$ cat src/rtl/bp_next_pc_pkg.sv
// Shared definitions for the fetch-stage next-PC predictor: default widths,
// 2-bit counter encodings and the saturating counter update rule.
package bp_next_pc_pkg;

   localparam int BP_XLEN       = 32;
   localparam int BP_INDEX_BITS = 4;

   typedef enum logic [1:0] {
      SNT = 2'b00,
      WNT = 2'b01,
      WT  = 2'b10,
      ST  = 2'b11
   } ctr_t;

   // Move one step toward the observed outcome, clamping at SNT/ST.
   function automatic logic [1:0] ctr_sat_update(input logic [1:0] ctr, input logic taken);
      logic [1:0] res;
      res = ctr;
      if (taken) begin
         if (ctr != ST) res = ctr + 2'd1;
      end else begin
         if (ctr != SNT) res = ctr - 2'd1;
      end
      return res;
   endfunction

endpackage

$ cat src/rtl/bp_btb_table.sv
// Direct-mapped BTB/BHT storage: per-entry valid, tag, target and 2-bit counter,
// cleared by synchronous reset, one write port and two asynchronous read ports.
module bp_btb_table
   import bp_next_pc_pkg::*;
#(
   parameter int XLEN       = BP_XLEN,
   parameter int INDEX_BITS = BP_INDEX_BITS,
   parameter int TAG_BITS   = XLEN - INDEX_BITS - 2
) (
   input  logic                  clk,
   input  logic                  rst,
   input  logic [INDEX_BITS-1:0] ra_idx,
   output logic                  ra_valid,
   output logic [TAG_BITS-1:0]   ra_tag,
   output logic [XLEN-1:0]       ra_target,
   output logic [1:0]            ra_ctr,
   input  logic [INDEX_BITS-1:0] rb_idx,
   output logic                  rb_valid,
   output logic [TAG_BITS-1:0]   rb_tag,
   output logic [XLEN-1:0]       rb_target,
   output logic [1:0]            rb_ctr,
   input  logic                  wr_en,
   input  logic [INDEX_BITS-1:0] wr_idx,
   input  logic [TAG_BITS-1:0]   wr_tag,
   input  logic [XLEN-1:0]       wr_target,
   input  logic [1:0]            wr_ctr
);

   localparam int ENTRIES = 1 << INDEX_BITS;

   logic                valid_reg  [ENTRIES];
   logic [TAG_BITS-1:0] tag_reg    [ENTRIES];
   logic [XLEN-1:0]     target_reg [ENTRIES];
   logic [1:0]          ctr_reg    [ENTRIES];

   // Whole-table clear on reset rules out block RAM, so each entry is its own register.
   for (genvar gi = 0; gi < ENTRIES; gi++) begin : g_entry
      always_ff @(posedge clk) begin
         if (rst) begin
            valid_reg[gi]  <= 1'b0;
            tag_reg[gi]    <= '0;
            target_reg[gi] <= '0;
            ctr_reg[gi]    <= WNT;
         end else if (wr_en && wr_idx == INDEX_BITS'(gi)) begin
            valid_reg[gi]  <= 1'b1;
            tag_reg[gi]    <= wr_tag;
            target_reg[gi] <= wr_target;
            ctr_reg[gi]    <= wr_ctr;
         end
      end
   end

   assign ra_valid  = valid_reg[ra_idx];
   assign ra_tag    = tag_reg[ra_idx];
   assign ra_target = target_reg[ra_idx];
   assign ra_ctr    = ctr_reg[ra_idx];

   assign rb_valid  = valid_reg[rb_idx];
   assign rb_tag    = tag_reg[rb_idx];
   assign rb_target = target_reg[rb_idx];
   assign rb_ctr    = ctr_reg[rb_idx];

endmodule

$ cat src/rtl/bp_next_pc.sv
// Next-PC generator: BTB lookup on pc_if, EX redirect priority, PC clock enable,
// table training from EX and the prediction metadata register for ID.
module bp_next_pc
   import bp_next_pc_pkg::*;
#(
   parameter int INDEX_BITS = BP_INDEX_BITS,
   parameter int XLEN       = BP_XLEN
) (
   input  logic            clk,
   input  logic            rst,
   input  logic [XLEN-1:0] pc_if,
   input  logic            stall_if,
   output logic [XLEN-1:0] npc,
   output logic            pc_ce,
   output logic            pred_taken_if,
   input  logic            ex_valid,
   input  logic            ex_is_branch,
   input  logic [XLEN-1:0] ex_pc,
   input  logic            ex_taken,
   input  logic [XLEN-1:0] ex_target,
   input  logic            ex_mispredict,
   input  logic [XLEN-1:0] ex_correct_pc,
   output logic            pred_taken_id,
   output logic [XLEN-1:0] pred_target_id
);

   localparam int TAG_BITS = XLEN - INDEX_BITS - 2;

   logic [INDEX_BITS-1:0] if_idx, ex_idx;
   logic [TAG_BITS-1:0]   if_tag, ex_tag;

   logic                  if_valid, ex_valid_entry;
   logic [TAG_BITS-1:0]   if_tag_q, ex_tag_q;
   logic [XLEN-1:0]       pred_target, ex_target_q;
   logic [1:0]            if_ctr, ex_ctr;

   logic                  wr_en;
   logic [XLEN-1:0]       wr_target;
   logic [1:0]            wr_ctr;
   logic                  ex_hit;

   logic                  pred_taken_id_reg, pred_taken_id_next;
   logic [XLEN-1:0]       pred_target_id_reg, pred_target_id_next;

   // Instructions are word aligned, so the low two PC bits carry no information.
   logic                  unused_low_bits;
   assign unused_low_bits = &{1'b0, pc_if[1:0], ex_pc[1:0]};

   assign if_idx = pc_if[INDEX_BITS+1:2];
   assign if_tag = pc_if[XLEN-1:INDEX_BITS+2];
   assign ex_idx = ex_pc[INDEX_BITS+1:2];
   assign ex_tag = ex_pc[XLEN-1:INDEX_BITS+2];

   bp_btb_table #(
      .XLEN       (XLEN),
      .INDEX_BITS (INDEX_BITS),
      .TAG_BITS   (TAG_BITS)
   ) u_table (
      .clk       (clk),
      .rst       (rst),
      .ra_idx    (if_idx),
      .ra_valid  (if_valid),
      .ra_tag    (if_tag_q),
      .ra_target (pred_target),
      .ra_ctr    (if_ctr),
      .rb_idx    (ex_idx),
      .rb_valid  (ex_valid_entry),
      .rb_tag    (ex_tag_q),
      .rb_target (ex_target_q),
      .rb_ctr    (ex_ctr),
      .wr_en     (wr_en),
      .wr_idx    (ex_idx),
      .wr_tag    (ex_tag),
      .wr_target (wr_target),
      .wr_ctr    (wr_ctr)
   );

   assign pred_taken_if = if_valid && (if_tag_q == if_tag) && if_ctr[1];
   assign ex_hit        = ex_valid_entry && (ex_tag_q == ex_tag);

   always_comb begin
      wr_en     = 1'b0;
      wr_target = ex_target_q;
      wr_ctr    = ex_ctr;
      if (ex_valid && ex_is_branch) begin
         if (ex_hit) begin
            wr_en  = 1'b1;
            wr_ctr = ctr_sat_update(ex_ctr, ex_taken);
            if (ex_taken) wr_target = ex_target;
         end else if (ex_taken) begin
            // A taken miss evicts whatever aliases this index.
            wr_en     = 1'b1;
            wr_target = ex_target;
            wr_ctr    = WT;
         end
      end
   end

   always_comb begin
      npc = pc_if + XLEN'(4);
      if (ex_mispredict)      npc = ex_correct_pc;
      else if (pred_taken_if) npc = pred_target;
   end

   assign pc_ce = ~stall_if | ex_mispredict;

   always_comb begin
      pred_taken_id_next  = pred_taken_id_reg;
      pred_target_id_next = pred_target_id_reg;
      if (ex_mispredict) begin
         pred_taken_id_next  = 1'b0;
         pred_target_id_next = '0;
      end else if (!stall_if) begin
         pred_taken_id_next  = pred_taken_if;
         pred_target_id_next = pred_target;
      end
   end

   always_ff @(posedge clk) begin
      if (rst) begin
         pred_taken_id_reg  <= 1'b0;
         pred_target_id_reg <= '0;
      end else begin
         pred_taken_id_reg  <= pred_taken_id_next;
         pred_target_id_reg <= pred_target_id_next;
      end
   end

   assign pred_taken_id  = pred_taken_id_reg;
   assign pred_target_id = pred_target_id_reg;

endmodule

$ cat config.mk
export PLATFORM = sky130hd
export DESIGN_NAME = bp_next_pc
export DESIGN_NICKNAME = d
export VERILOG_FILES = /design/src/rtl/bp_next_pc_pkg.sv /design/src/rtl/bp_btb_table.sv /design/src/rtl/bp_next_pc.sv
export SDC_FILE = /design/constraint.sdc
export NUM_CORES = 2
export LEC_CHECK = 0
export ABC_AREA = 1
export CAP_MARGIN = 20
export CORE_MARGIN = 2
export CORE_UTILIZATION = 45
export CTS_CLUSTER_SIZE = 25
export DETAILED_ROUTE_END_ITERATION = 10
export GPL_ROUTABILITY_DRIVEN = 0
export SLEW_MARGIN = 20
export SYNTH_ARGS = -nofsm -noshare
export SYNTH_HDL_FRONTEND = slang
export SYNTH_HIERARCHICAL = 1
export SYNTH_SLANG_ARGS = --single-unit
$ cat constraint.sdc
create_clock -name clk -period 7.9 [get_ports clk]
set_input_delay 1.58 -clock clk [delete_from_list [all_inputs] [get_ports clk]]
set_output_delay 1.58 -clock clk [all_outputs]
set_load 0.01 [all_outputs]
==> results.md <==
* Outcome: finished, final reports clean
* Die area at 137000 um2
* Most frequent CP cell: nand2_1
* Slew margin rel. at under 10%
* Port Buffers at approximately 200
* Worst R2R Start: u_table/tag_reg[14][2]$_SDFFCE_PN0P_
* Crit path from: pc_if[3]
* DRT Pass-1 Iters at 7
* Crit path to: npc[31]
* Post-layout net count at 8188
* Worst EP required at 6.32 ns
* Vias in the first global route at roughly 53000
* CTS tree: built
* Worst Tran Pin Value at 1.37 ns
* CTS clk-pin slew, worst paths at 0.06 ns
* Die width at 370 um
* Reg2Reg Setup Slack at 3.66 ns
* CTS Root Buffer Type: clkbuf_16
* Finish-stage setup viols at 0
* DR vias at 57200
* Netlist Area Pre-Place at 60400 um2
* CTS Buf Count at approximately 110
* VDD IR max at approximately 0.19 mV
* Syn_nets at 8319
* Slew Limit Fails at 0
* Tot Pwr at 13.4 mW
* Synth Instances at 8183
* Total global-route track usage at 33.7%
* # H-tree levels at 3
* Largest net degree at the start of global routing at 200
* CP max FO at 38
* Crit path time final at 7.40 ns
* Core Region at 133000 um2
* Clock sinks at roughly 1000
* Critical path arrival at 5.82 ns
* Cell Chain, Critical Path: buf_8 > buf_4 > nand3_1 > nand3_1 > nand3_1 > nand2_1 > inv_1 > nand2_1 > nand2_1 > inv_1 > nand2_1 > nor2_1 > nand2_1 > nor2_4 > nand2_4 > nand2_1 > nand3_1 > nand2_1 > clkdlybuf4s50_1
* Hpwl dp at between 100000 and 150000 um
* First-pass GRT wire length at 342000 um
* Top Ports at slightly above 200
* Fin crit share at 93.7%
* Nature of the critical path startpoint: input pin
* Worst path slowest cell: nor2_4
* Initial antenna violation count at 5
* Clock Tree Buf Depth at 3
* CP Capture Type: output port
* Setup CP Type: in2out
* DRT Wirelength at 237000 um
* Worst path depth at 19
* Synth warn at 6
* Clock latency on the worst-skew pair at approximately 0.76 ns
* # rows at 134
* Buffers & Inverters on Critical Path at 5
* Starting Density at 45.3%
* Post-CTS Hold Fix Bufs at 0
* Post-DR wirelength/cell at 23.9 um
* Layout area overhead at 11.5%
* Post-synthesis area per instance at roughly 7.4 um2
* Crit-path max cell delay at 0.63 ns
* Hold crit path type: reg2reg
* Max frequency at about 140 MHz
* Post-CTS Resized at 0
* Largest register FFs at 512
* Height of the die at 370 um
* Power per cell area at 199 nW/um2
* Lkg Pwr at 31.1 nW
* Grt ovf at 0
* Antenna-violating nets left at 0
* Setup TNS at 0 ns
* Max-cap viol count at 0
* DRC at 0
* DR iter-0 viols at 8216
* Setup bufs post-CTS at 0
* Kind of cell adding the most delay to the critical path: simple AND/OR/NAND/NOR gates
* RSZ-0062 raised after global routing: no
* Share of cells above drive strength 1 at 5.17%
* R2r worst-path depth at 19
* RR Endpoint: u_table/target_reg[5][27]$_SDFFCE_PN0P_
* Vias per inst at roughly 5.8
* Final Hold Fails at 0
* Clk_skew at ~0.043 ns
worst reg2reg max path, delay by kind of cell (launching register included):
family	cells	cell delay (ns)
AO/OA/AOI/OAI	1	0.28
flip-flops	1	0.32
AND/OR/NAND/NOR	13	2.57
buffers and inverters	5	0.88
area by class of cell:
type                    instances  area (um2)
diodes                          2        5.00
flip-flops and latches       1009       30000
fillers                     12700       65900
clock inverters                64         470
well taps                    1768        2210
repair buffers                346        3610
clock buffers                 146        3040
inverters                    1205        4570
multi-input cells            5378       23500
routing by layer:
| metal | track usage [%] | part of all wire [%] | wire length (um) |
|---|---|---|---|
| met1 | 45.2 | 38 | 90500 |
| met2 | 51.9 | 44 | 103000 |
| met3 | 7.07 | 13 | 31400 |
| met4 | 16.2 | 4.9 | 11700 |
| met5 | 0 | 0.0051 | 12 |
worst min path at each step:
| stage | startpoint | endpoint | slack [ns] | depth (start not counted) |
|---|---|---|---|---|
| after floorplan | u_table/valid_reg[8]$_DFF_P_ | u_table/valid_reg[8]$_DFF_P_ | 0.46 | 2 |
| after global placement | u_table/valid_reg[8]$_DFF_P_ | u_table/valid_reg[8]$_DFF_P_ | 0.48 | 2 |
| after detailed placement | u_table/valid_reg[8]$_DFF_P_ | u_table/valid_reg[8]$_DFF_P_ | 0.49 | 2 |
| after CTS | u_table/valid_reg[8]$_DFF_P_ | u_table/valid_reg[8]$_DFF_P_ | 0.50 | 2 |
| after global routing | pred_target_id[23]$_SDFFE_PP0N_ | pred_target_id[23]$_SDFFE_PP0N_ | 0.52 | 2 |
| final | pred_target_id[23]$_SDFFE_PP0N_ | pred_target_id[23]$_SDFFE_PP0N_ | 0.50 | 2 |
per-stage QoR:
step                util, %  instances  area (um2)  worst slack, ns  hold slack (ns)
finish                 50.5       9918       67400            0.497            0.499
global route           50.5       9916       67300            0.274            0.518
CTS                    50.5       9916       67400            0.599            0.498
detailed placement     47.9       9706       63800            0.602            0.486
global placement       47.9       9706       63800            0.608            0.482
floorplan                 -       8183       60400           -0.508            0.456
placed cells by master, fill, tap and decap left out, types with 24 or more instances in the layout:
| master | instances |
|---|---|
| dfxtp_1 | 34 |
| mux2_2 | 32 |
| clkbuf_1 | 24 |
| clkinv_1 | 30 |
| nor2_1 | 1020 |
| clkinv_2 | 26 |
| o21ai_0 | 36 |
| buf_4 | 109 |
| nand2_1 | 2364 |
| nand3_1 | 1780 |
| buf_12 | 40 |
| edfxtp_1 | 975 |
| inv_1 | 1173 |
| clkbuf_16 | 115 |
| clkdlybuf4s50_1 | 190 |
| a21oi_1 | 31 |
power breakdown:
part	total (mW)	leakage (nW)	internal, mW	switching [mW]
Clock	5.12	1.74	2.86	2.26
Sequential	6.14	9.96	6.08	0.0599
Combinational	2.13	19.5	0.574	1.56
Power figures use the tool's default switching activity.
